[config.mk]
export PLATFORM = sky130hd
export DESIGN_NAME = down_counter_ctrl_flat
export DESIGN_NICKNAME = d
export VERILOG_FILES = /design/src/rtl/down_counter_ctrl_if.sv /design/src/rtl/down_counter_ctrl.sv /design/src/flat_wrapper.sv
export SDC_FILE = /design/constraint.sdc
export NUM_CORES = 1
export LEC_CHECK = 0
export BUFFER_PORTS_ARGS = -buffer_cell sky130_fd_sc_hd__buf_4
export CAP_MARGIN = 0
export CORE_AREA = 2 2 39 41
export CTS_CLUSTER_DIAMETER = 150
export DETAILED_ROUTE_END_ITERATION = 7
export DIE_AREA = 0 0 41 43
export SETUP_SLACK_MARGIN = 0.5
export SLEW_MARGIN = 20
export SYNTH_ARGS = -nofsm -noshare
export SYNTH_HDL_FRONTEND = slang
export SYNTH_SLANG_ARGS = --single-unit
[constraint.sdc]
create_clock -name clk -period 1 [get_ports clk]
set_input_delay 0.1 -clock clk [delete_from_list [all_inputs] [get_ports clk]]
set_output_delay 0.1 -clock clk [all_outputs]
set_load 0.005 [all_outputs]
[src/rtl/down_counter_ctrl_if.sv]
// Control/status bundle for the iteration-budget down counter.
// The decoder control logic is the master; the counter is the slave.
interface down_counter_ctrl_if #(
  parameter int WIDTH = 2
);
  logic             load;
  logic [WIDTH-1:0] load_value;
  logic             condition_check;
  logic [WIDTH-1:0] count;
  logic             zero;
  logic             busy;
  logic             done;

  modport master (
    output load, load_value, condition_check,
    input  count, zero, busy, done
  );

  modport slave (
    input  load, load_value, condition_check,
    output count, zero, busy, done
  );
endinterface

[src/rtl/down_counter_ctrl.sv]
// Loadable iteration-budget down counter with IDLE/COUNT/DONE control FSM.
// busy/done decode the state register; zero is a compare on the count register.
module down_counter_ctrl #(
  parameter int WIDTH = 2
) (
  input  logic              clk,
  input  logic              reset,
  down_counter_ctrl_if.slave bus
);

  typedef enum logic [1:0] {
    IDLE  = 2'd0,
    COUNT = 2'd1,
    DONE  = 2'd2
  } state_t;

  localparam logic [WIDTH-1:0] ONE = WIDTH'(1);

  state_t           r_state;
  logic [WIDTH-1:0] r_count;
  logic             w_load_nonzero;
  logic             w_last_step;

  assign w_load_nonzero = (bus.load_value != '0);
  assign w_last_step    = (r_count == ONE);

  // COUNT is only ever entered with a nonzero count, so the decrement never underflows.
  always_ff @(posedge clk or negedge reset) begin
    if (!reset) begin
      r_state <= IDLE;
      r_count <= '0;
    end else begin
      case (r_state)
        IDLE, DONE: begin
          if (bus.load) begin
            r_count <= bus.load_value;
            r_state <= w_load_nonzero ? COUNT : DONE;
          end else begin
            r_state <= IDLE;
          end
        end
        COUNT: begin
          if (bus.load) begin
            r_count <= bus.load_value;
            r_state <= w_load_nonzero ? COUNT : DONE;
          end else if (bus.condition_check) begin
            r_count <= r_count - ONE;
            if (w_last_step) begin
              r_state <= DONE;
            end
          end
        end
        default: begin
          r_state <= IDLE;
          r_count <= '0;
        end
      endcase
    end
  end

  assign bus.count = r_count;
  assign bus.zero  = (r_count == '0);
  assign bus.busy  = (r_state == COUNT);
  assign bus.done  = (r_state == DONE);

endmodule

[src/flat_wrapper.sv]
// flat-port wrapper written by rule: the top's interface ports become plain ports
module down_counter_ctrl_flat 
#(
  parameter int WIDTH = 2
)
  (clk, reset, bus_load, bus_load_value, bus_condition_check, bus_count, bus_zero, bus_busy, bus_done);
  down_counter_ctrl_if #(.WIDTH(WIDTH)) bus_i ();
  input  logic clk;
  input  logic reset;
  input wire logic [$bits(bus_i.load)-1:0] bus_load;
  input wire logic [$bits(bus_i.load_value)-1:0] bus_load_value;
  input wire logic [$bits(bus_i.condition_check)-1:0] bus_condition_check;
  output wire logic [$bits(bus_i.count)-1:0] bus_count;
  output wire logic [$bits(bus_i.zero)-1:0] bus_zero;
  output wire logic [$bits(bus_i.busy)-1:0] bus_busy;
  output wire logic [$bits(bus_i.done)-1:0] bus_done;
  assign bus_i.load = bus_load;
  assign bus_i.load_value = bus_load_value;
  assign bus_i.condition_check = bus_condition_check;
  assign bus_count = bus_i.count;
  assign bus_zero = bus_i.zero;
  assign bus_busy = bus_i.busy;
  assign bus_done = bus_i.done;
  down_counter_ctrl #(.WIDTH(WIDTH)) u_core (.clk(clk), .reset(reset), .bus(bus_i));
endmodule
==> results.json, run 1 <==
{
  "grt_remaining_overflow": 0,
  "grt.busiest_layer": "met4",
  "fmax_ghz": 0.941,
  "diodes": 0,
  "rr_worst_depth": 4,
  "cts.sink_count": 4,
  "start_util_pct": 19.7,
  "ys_seq_area_share_pct": 36.7,
  "yosysWarnings": 0,
  "routed_via_density": 4.29,
  "gr-usage-met1_pct": 12.4,
  "synthMuxAreaShare_pct": 3.67,
  "worstSetupPathType": "reg2out",
  "ir_drop_mv": 0.388,
  "io_pins": 11,
  "cts_tree": "built",
  "synth_adder_area_share_pct": 9.17,
  "post-route-worst-setup-slack_ns": -0.0625,
  "first_pass_iters": 4,
  "use_met3_pct": 3.14,
  "synth_top_family_by_area": "compound AO/OA/AOI/OAI gates",
  "grt.met2_usage_pct": 9.38,
  "critPathMaxFanout": 3,
  "syn_area_per_cell_sq_um": 10.1,
  "hold_start": "bus_load_value[1]",
  "clock_latency_ns": 0.24,
  "postRouteWirelength_um": 625,
  "grt_pass1_wl_um": 986,
  "pre_cts_slack_ns": -0.0424,
  "crit_required_ns": 0.90,
  "drc": 0,
  "instances_no_fill": 63,
  "vias": 270,
  "reg2reg_from": "u_core.bus.count[0]$_DFFE_PN0P_",
  "setup_viol": 4,
  "cts_root_buffer": "clkbuf_4",
  "io_buffers": 10,
  "crit_path_start_kind": "flip-flop",
  "place_congestion": 0.778,
  "drv_slew": 0,
  "crit_path_end_kind": "output port",
  "synth_nets": 35,
  "period_share_pct": 106,
  "p_per_area_nw_per_um2": 1430,
  "syn_area_sq_um": 273,
  "finalClockSkew_ns": 0.00557,
  "slew_headroom_pct": 90.8,
  "ctsLongestPathBuffers": 2,
  "cts_buffers": 3,
  "rr_endpoint": "u_core.bus.count[1]$_DFFE_PN0P_",
  "die_h_um": 43,
  "grt_pass1_vias": 232,
  "synth_compound_area_share_pct": 22.9,
  "drt_iter0_markers": 5,
  "grt_setup_unrepaired": "yes",
  "min_period_ns": 1.06,
  "ant_nets": 0,
  "hold_end": "u_core.r_state[1]$_DFFE_PN0P_",
  "synth-seq-cells": 4,
  "antenna_found_initial": 0,
  "post_drt_wl_per_cell_um": 9.92,
  "synthSimpleGateAreaFrac_pct": 16.1,
  "cts_max_level": 1,
  "violations": "negative setup slack",
  "cts.clk_slew.worst_paths_ns": 0.04,
  "min-delay-path-class": "in2reg",
  "grt.total_usage_pct": 9.58,
  "crit_start": "u_core.r_state[0]$_DFFE_PN0P_",
  "areaGrowthSynthToFinish_pct": 89.9,
  "rrSetupSlack_ns": -0.05,
  "die_area_sq_um": 1760,
  "final_layout_size_suffix_gt1_share_pct": 66.0,
  "grt_max_degree": 8,
  "p_leak_nw": 0.239,
  "hpwl_um": 458,
  "core_sq_um": 1380,
  "hold_depth": 4,
  "nFillCells": 142,
  "finalNetCount": 56,
  "tightest_slew_ns": 0.135,
  "place_inst": 55,
  "critical_path_arrival_ns": 0.96,
  "netlist_instances": 27,
  "fin_util_pct": 37.4,
  "synth_cell_types": 16,
  "status": "complete, but fails checks",
  "max-cap-violations": 0,
  "row_count": 14,
  "die_w_um": 41,
  "hold_viol": 0,
  "synth_xor_area_share_pct": 3.21
}
-- cell usage after synthesis --
cell type  instances  area share (%)
a21oi_1            4             7.3
dfrtp_1            4              37
o21a_1             3             8.3
ha_1               2             9.2
inv_1              2             2.8
nor2b_1            2             4.6
a22oi_1            1             2.8
a22oi_2            1             4.6
and2b_1            1             2.8
buf_6              1             4.1
clkinv_1           1             1.4
mux2i_1            1             3.7
nand2_1            1             1.4
nand2_4            1             4.1
nand4b_1           1             3.2
xnor2_1            1             3.2
-- flip-flops by register name (all words and copies together), names as in the netlist --
| register | flops |
|---|---|
| u_core.bus.count | 2 |
| u_core.r_state | 2 |
-- layer usage --
layer | share of wire [%] | vias to the layer above
met5 | 0 | -
met4 | 3.0 | 0
met3 | 5.0 | 2
met2 | 45 | 12
met1 | 47 | 124
li1 | - | 132
-- per-stage QoR --
| step | area [sq um] | hold slack (ns) | TNS (ns) | total power, mW |
|---|---|---|---|---|
| final | 518 | 0.141 | -0.188 | 0.739 |
| after global routing | 518 | 0.152 | -0.464 | 0.795 |
| after CTS | 502 | 0.126 | -0.258 | 0.734 |
| after detailed placement | 397 | -0.101 | -0.0603 | 0.428 |
| after global placement | 397 | -0.102 | -0.0258 | 0.423 |
| after floorplan | 290 | -0.196 | -0.0212 | 0.327 |
-- area by class of cell --
class	instances	area, sq um	area share, %
Timing Repair Buffer	17	160	30.9
Sequential cell	4	104	20.0
Multi-Input combinational cell	19	194	37.4
Tap cell	16	20.0	3.86
Clock buffer	4	26.3	5.07
Inverter	3	13.8	2.66
-- where the power goes --
part / switching [mW] / internal, mW / total [mW] / leakage (nW)
Clock: 0.0673 / 0.150 / 0.217 / 0.0150
Combinational: 0.113 / 0.191 / 0.304 / 0.180
Sequential: 0.0305 / 0.188 / 0.218 / 0.0447
-- cell families (layout without fill, tap and decap cells) --
kind of cell / after synthesis / after routing
compound gates: 9 / 9
flops: 4 / 4
buf+inv: 4 / 24
xor+xnor: 1 / 1
simple gates: 6 / 6
mux: 1 / 1
fa+ha+maj: 2 / 2
-- critical path: stages, from the launching register on --
cell,delay (ns)
dfrtp_2,0.42
buf_6,0.13
nor2b_4,0.09
buf_6,0.09
-- placed cells by master, fill, tap and decap left out, drive strengths merged --
| cell | netlist | layout |
|---|---|---|
| a22oi | 2 | 2 |
| inv | 2 | 3 |
| nand4b | 1 | 1 |
| xnor2 | 1 | 1 |
| nand2 | 2 | 2 |
| ha | 2 | 2 |
| buf | 1 | 16 |
| and2b | 1 | 1 |
| nor2b | 2 | 2 |
| mux2i | 1 | 1 |
| dlygate4sd3 | 0 | 1 |
| o21a | 3 | 3 |
| a21oi | 4 | 4 |
| dfrtp | 4 | 4 |
| clkbuf | 0 | 4 |
-- worst max-delay path by stage --
stage,to,cells past startpoint
6_report,bus_done,3
5_1_grt,bus_done,3
4_1_cts,bus_done,3
3_5_place_dp,u_core.bus.count[1]$_DFFE_PN0P_,4
3_3_place_gp,u_core.bus.count[1]$_DFFE_PN0P_,4
2_1_floorplan,u_core.bus.count[1]$_DFFE_PN0P_,4
-- timing repair --
action	in CTS	in global routing
cloned	0	0
endpoints found under the hold margin	4	0
setup endpoints to repair	9	9
hold buffers	1	0
gates resized for setup	13	4
pin swaps	1	5
setup buffers	3	0
No activity file was read; power rests on OpenSTA's default activity.
==> inputs of run 2 (changes only) <==
REMOVE_ABC_BUFFERS = 1   (was default)
==> run 2 against run 1 <==
The flow still finishes with violations (negative setup slack). Clock power down 11%. Die area unchanged. Flip-flop and latch count unchanged. Critical endpoint is now bus_zero. Largest power group unchanged.
==> results.json, run 2 (synthesized netlist as in run 1, its figures left out) <==
{
  "status": "complete, but fails checks",
  "violations": "negative setup slack",
  "cts.sink_count": 4,
  "tns_ns": -0.107,
  "fin_util_pct": 36.8,
  "die_area_sq_um": 1760,
  "layout.cells.most_common_list": "13 x buf_4, 5 x buf_6, 3 x o21a_1, 3 x a21oi_1, 3 x clkbuf_4",
  "setup_viol": 6,
  "swShare_pct": 27.8,
  "areaGrowthSynthToFinish_pct": 86.7,
  "drc": 0,
  "cts.clk_slew.worst_paths_ns": 0.04,
  "critical-path-slowest-cell": "dfrtp_2",
  "critical_path_arrival_ns": 0.95,
  "die_h_um": 43,
  "grt_pass1_wl_um": 931,
  "nFillCells": 151,
  "grt_max_degree": 8,
  "p_comb_share_pct": 41.9,
  "ir_drop_mv": 0.634,
  "cp_slowest_stage_delay_ns": 0.43,
  "p_sw_mw": 0.198,
  "final_layout_size_suffix_gt1_share_pct": 64.6,
  "hpwl_um": 413,
  "grt.total_usage_pct": 8.28,
  "finalClockSkew_ns": 0.000375,
  "first_pass_iters": 2,
  "rrSetupSlack_ns": -0.03,
  "multi_input_area_sq_um": 186,
  "max-cap-violations": 0,
  "hold_viol": 0,
  "cts_buffers": 3,
  "reg2reg_from": "u_core.bus.count[0]$_DFFE_PN0P_",
  "routed_via_density": 4.17,
  "place_congestion": 0.680,
  "placed_area_sq_um": 387,
  "gr-usage-met1_pct": 8.52,
  "grt.busiest_layer": "met2",
  "final_common_cell": "buf_4",
  "io_pins": 11,
  "crit_path_start_kind": "flip-flop",
  "io_buffers": 10,
  "use_met3_pct": 1.57,
  "power_frac_clock_pct": 27.4,
  "pwr-share-seq_pct": 30.7,
  "rr_endpoint": "u_core.bus.count[1]$_DFFE_PN0P_",
  "rr_worst_depth": 4,
  "crit_buf_inv": 2,
  "finalInstanceArea_sq_um": 509,
  "hold_end": "u_core.bus.count[1]$_DFFE_PN0P_",
  "die_w_um": 41,
  "diodes": 0,
  "post-route-worst-setup-slack_ns": -0.0472,
  "period_share_pct": 105,
  "fmax_ghz": 0.955,
  "post_drt_wl_per_cell_um": 9.25,
  "vias": 267,
  "core_sq_um": 1380,
  "crit_family": "flip-flops",
  "grt_setup_unrepaired": "yes",
  "crit_required_ns": 0.90,
  "cts_root_buffer": "clkbuf_4",
  "cts_tree": "built",
  "row_count": 14,
  "start_util_pct": 19.7,
  "antenna_found_initial": 0,
  "grt_pass1_vias": 257,
  "grt.met2_usage_pct": 12.8,
  "crit_path_end_kind": "output port",
  "cp_cell_sequence": "inv_2, ha_4, buf_6",
  "intPower_mw": 0.512,
  "drt_iter0_markers": 1,
  "critPathMaxFanout": 4,
  "clock_latency_ns": 0.23,
  "min-delay-path-class": "in2reg",
  "p_per_area_nw_per_um2": 1390,
  "grt_remaining_overflow": 0,
  "cts_max_level": 1,
  "ant_nets": 0,
  "finalNetCount": 58,
  "slew_headroom_pct": 88.9,
  "tightest_slew_ns": 0.166,
  "seq_area_sq_um": 103,
  "p_leak_nw": 0.244,
  "min_period_ns": 1.05,
  "hold_depth": 2,
  "postRouteWirelength_um": 592,
  "worstSetupPathType": "reg2out",
  "ctsLongestPathBuffers": 2,
  "hold_start": "bus_load",
  "drv_slew": 0
}
[run 2: changes by cell type in the layout (fill, tap and decap cells not counted)]
| cell | before | now |
|---|---|---|
| buf_4 | 8 | 13 |
| dfrtp_1 | 1 | 2 |
| clkbuf_1 | 1 | 0 |
| nor2b_1 | 0 | 1 |
| nor2b_4 | 2 | 1 |
| dfrtp_2 | 3 | 2 |
| buf_6 | 8 | 5 |
[run 2: worst max path at each step]
stage                                               start                              end  slack, ns  cells after the start
after floorplan           u_core.bus.count[1]$_DFFE_PN0P_  u_core.bus.count[1]$_DFFE_PN0P_      -0.03                      4
after global placement    u_core.bus.count[1]$_DFFE_PN0P_  u_core.bus.count[1]$_DFFE_PN0P_      -0.05                      4
after detailed placement  u_core.bus.count[1]$_DFFE_PN0P_    u_core.r_state[0]$_DFFE_PN0P_      -0.06                      5
after CTS                 u_core.bus.count[0]$_DFFE_PN0P_  u_core.bus.count[1]$_DFFE_PN0P_      -0.06                      4
after global routing      u_core.bus.count[0]$_DFFE_PN0P_  u_core.bus.count[1]$_DFFE_PN0P_      -0.09                      4
final                     u_core.bus.count[0]$_DFFE_PN0P_                         bus_zero      -0.05                      3
[run 2: area by class of cell]
type / instances / share of cell area, %
Inverter: 3 / 2.70
Multi-Input combinational cell: 19 / 36.6
Tap cell: 16 / 3.93
Clock buffer: 3 / 4.42
Timing Repair Buffer: 19 / 32.2
Sequential cell: 4 / 20.1
[run 2: timing repair]
action / 4_1_cts / 5_1_grt
setup buffers: 3 / 1
setup endpoints to repair: 9 / 9
pin swaps: 2 / 7
hold endpoints to repair: 4 / 0
gates resized for setup: 10 / 6
hold buffers: 1 / 0
[run 2: per-layer routing]
| metal | part of all wire [%] | vias up | wire length (um) |
|---|---|---|---|
| li1 | - | 137 | - |
| met1 | 39 | 125 | 228 |
| met2 | 56 | 5 | 334 |
| met3 | 4.9 | 0 | 29 |
| met4 | 0 | 0 | 0 |
| met5 | 0 | - | 0 |
[run 2: power groups by stage]
stage / Combinational, mW / Sequential [mW] / Clock (mW)
2_1_floorplan: 0.0826 / 0.216 / 0
3_3_place_gp: 0.199 / 0.215 / 0
3_5_place_dp: 0.202 / 0.216 / 0
4_1_cts: 0.269 / 0.211 / 0.211
5_1_grt: 0.332 / 0.220 / 0.218
6_report: 0.298 / 0.218 / 0.194
[run 2: per-stage QoR]
stage                     instances  total power [mW]  hold slack (ns)  worst slack, ns
final                            64             0.710            0.151          -0.0472
after global routing             64             0.770            0.169          -0.0908
after CTS                        63             0.691            0.130          -0.0633
after detailed placement         56             0.418           -0.101          -0.0575
after global placement           56             0.414           -0.103          -0.0472
after floorplan                  26             0.298           -0.196          -0.0334
==> inputs of run 3 (changes only) <==
--- a/config.mk
+++ b/config.mk
@@ -10,4 +10,5 @@
 export CORE_AREA = 2 2 39 41
 export CTS_CLUSTER_DIAMETER = 150
+export CTS_CLUSTER_SIZE = 40
 export DETAILED_ROUTE_END_ITERATION = 7
 export DIE_AREA = 0 0 41 43
==> constraint.sdc (replaced) <==
create_clock -name clk -period 1 [get_ports clk]
set_input_delay 0.1 -clock clk [delete_from_list [all_inputs] [get_ports clk]]
set_output_delay 0.1 -clock clk [all_outputs]
set_load 0.02 [all_outputs]
==> run 3 against run 2 <==
The run still ends with negative setup slack left. Register-to-register slack about the same. Power up 5.4%. Non-clock buffer count stayed put. Via count is 0.75% lower. Die area stayed put. Cell count unchanged. Clock-buffer cell count unchanged. Global-route usage fell by 0.71 points. Core utilization unchanged. Critical path type unchanged.
==> results.json, run 3 (synthesized netlist as in run 1, its figures left out) <==
{
  "hpwl_um": 413,
  "start_util_pct": 19.7,
  "clock_latency_ns": 0.23,
  "tightest_slew_ns": 0.166,
  "slew_headroom_pct": 88.9,
  "reg2reg_from": "u_core.bus.count[0]$_DFFE_PN0P_",
  "grt_pass1_vias": 247,
  "crit_required_ns": 0.90,
  "layout.cells.most_common_list": "13 x buf_4, 5 x buf_6, 3 x o21a_1, 3 x a21oi_1, 3 x clkbuf_4",
  "rr_endpoint": "u_core.bus.count[1]$_DFFE_PN0P_",
  "cts_max_level": 1,
  "ir_drop_mv": 0.635,
  "hold_viol": 0,
  "grt_remaining_overflow": 0,
  "critPathCapture": "bus_zero",
  "cts.sink_count": 4,
  "ctsLongestPathBuffers": 2,
  "drt_iter0_markers": 2,
  "nFillCells": 152,
  "finalInstanceArea_sq_um": 509,
  "pre_cts_slack_ns": -0.0575,
  "fmax_ghz": 0.943,
  "p_leak_nw": 0.244,
  "drv_slew": 0,
  "post-route-worst-setup-slack_ns": -0.0602,
  "routed_via_density": 4.14,
  "antenna_found_initial": 0,
  "final_common_cell": "buf_4",
  "placed_area_sq_um": 387,
  "die_h_um": 43,
  "crit_start": "u_core.bus.count[0]$_DFFE_PN0P_",
  "grt_pass1_wl_um": 855,
  "min_period_ns": 1.06,
  "p_total_mw": 0.748,
  "grt_max_degree": 8,
  "ant_nets": 0,
  "diodes": 0,
  "grt_setup_unrepaired": "yes",
  "io_pins": 11,
  "die_area_sq_um": 1760,
  "cts_root_buffer": "clkbuf_4",
  "finalClockSkew_ns": 0.000375,
  "first_pass_iters": 2,
  "setup_viol": 6,
  "vias": 265,
  "crit_path_end_kind": "output port",
  "hold_ws_ns": 0.150,
  "critPathMaxFanout": 4,
  "status": "complete, but fails checks",
  "cts_tree": "built",
  "row_count": 14,
  "period_share_pct": 106,
  "crit_path_start_kind": "flip-flop",
  "violations": "negative setup slack",
  "cts_buffers": 3,
  "p_per_area_nw_per_um2": 1470,
  "cts.clk_slew.worst_paths_ns": 0.04,
  "place_congestion": 0.680,
  "critical_path_arrival_ns": 0.96,
  "areaGrowthSynthToFinish_pct": 86.7,
  "drc": 0,
  "io_buffers": 10,
  "worstSetupPathType": "reg2out",
  "final_layout_size_suffix_gt1_share_pct": 64.6,
  "max-cap-violations": 0,
  "core_sq_um": 1380,
  "postRouteWirelength_um": 609,
  "grt.total_usage_pct": 7.58,
  "min-delay-path-class": "in2reg",
  "post_drt_wl_per_cell_um": 9.52,
  "rr_worst_depth": 4,
  "die_w_um": 41,
  "rrSetupSlack_ns": -0.04,
  "finalNetCount": 58
}
run 3: cell counts in the layout (fill, tap and decap cells not counted):
No cell type changed its count.
run 3: worst min-delay path by stage:
stage | start | to | cells past startpoint
2_1_floorplan | reset | u_core.bus.count[0]$_DFFE_PN0P_ | 0
3_3_place_gp | reset | u_core.bus.count[0]$_DFFE_PN0P_ | 1
3_5_place_dp | reset | u_core.r_state[1]$_DFFE_PN0P_ | 1
4_1_cts | bus_load | u_core.bus.count[1]$_DFFE_PN0P_ | 2
5_1_grt | bus_load | u_core.bus.count[0]$_DFFE_PN0P_ | 2
6_report | bus_load | u_core.bus.count[0]$_DFFE_PN0P_ | 2
run 3: layer usage:
layer	global-route usage [%]	wire length, um	vias to the layer above
li1	-	-	136
met1	8.20	232	124
met2	10.9	348	5
met3	1.57	29	0
met4	8.00	0	0
met5	0	0	-
run 3: timing repair:
item,CTS,global route
cloned,0,0
resized for setup,8,8
pin swaps,2,6
setup endpoints to repair,9,9
endpoints found under the hold margin,4,0
setup buffers,3,1
hold buffers,1,0
run 3: per-stage QoR:
stage               setup TNS, ns  instances  util [%]
floorplan                  -0.388         26         -
CTS                        -0.341         63      33.8
detailed placement         -0.114         56      27.9
finish                     -0.187         64      36.8
global route               -0.456         64      36.8
global placement          -0.0822         56      27.9
run 3: critical path, stage by stage, from the launching register on:
cell and delay, ns:
dfrtp_2 0.43, inv_2 0.07, ha_4 0.12, buf_6 0.10
run 3: final cells by class:
| type | instances | area (sq um) | area share [%] |
|---|---|---|---|
| flip-flops and latches | 4 | 103 | 20.1 |
| well taps | 16 | 20.0 | 3.93 |
| clock buffers | 3 | 22.5 | 4.42 |
| multi-input cells | 19 | 186 | 36.6 |
| inverters | 3 | 13.8 | 2.70 |
| repair buffers | 19 | 164 | 32.2 |
run 3: where the power goes:
part	switching (mW)	internal, mW	total (mW)
logic	0.141	0.194	0.336
clock network	0.0605	0.134	0.194
registers	0.0309	0.188	0.218
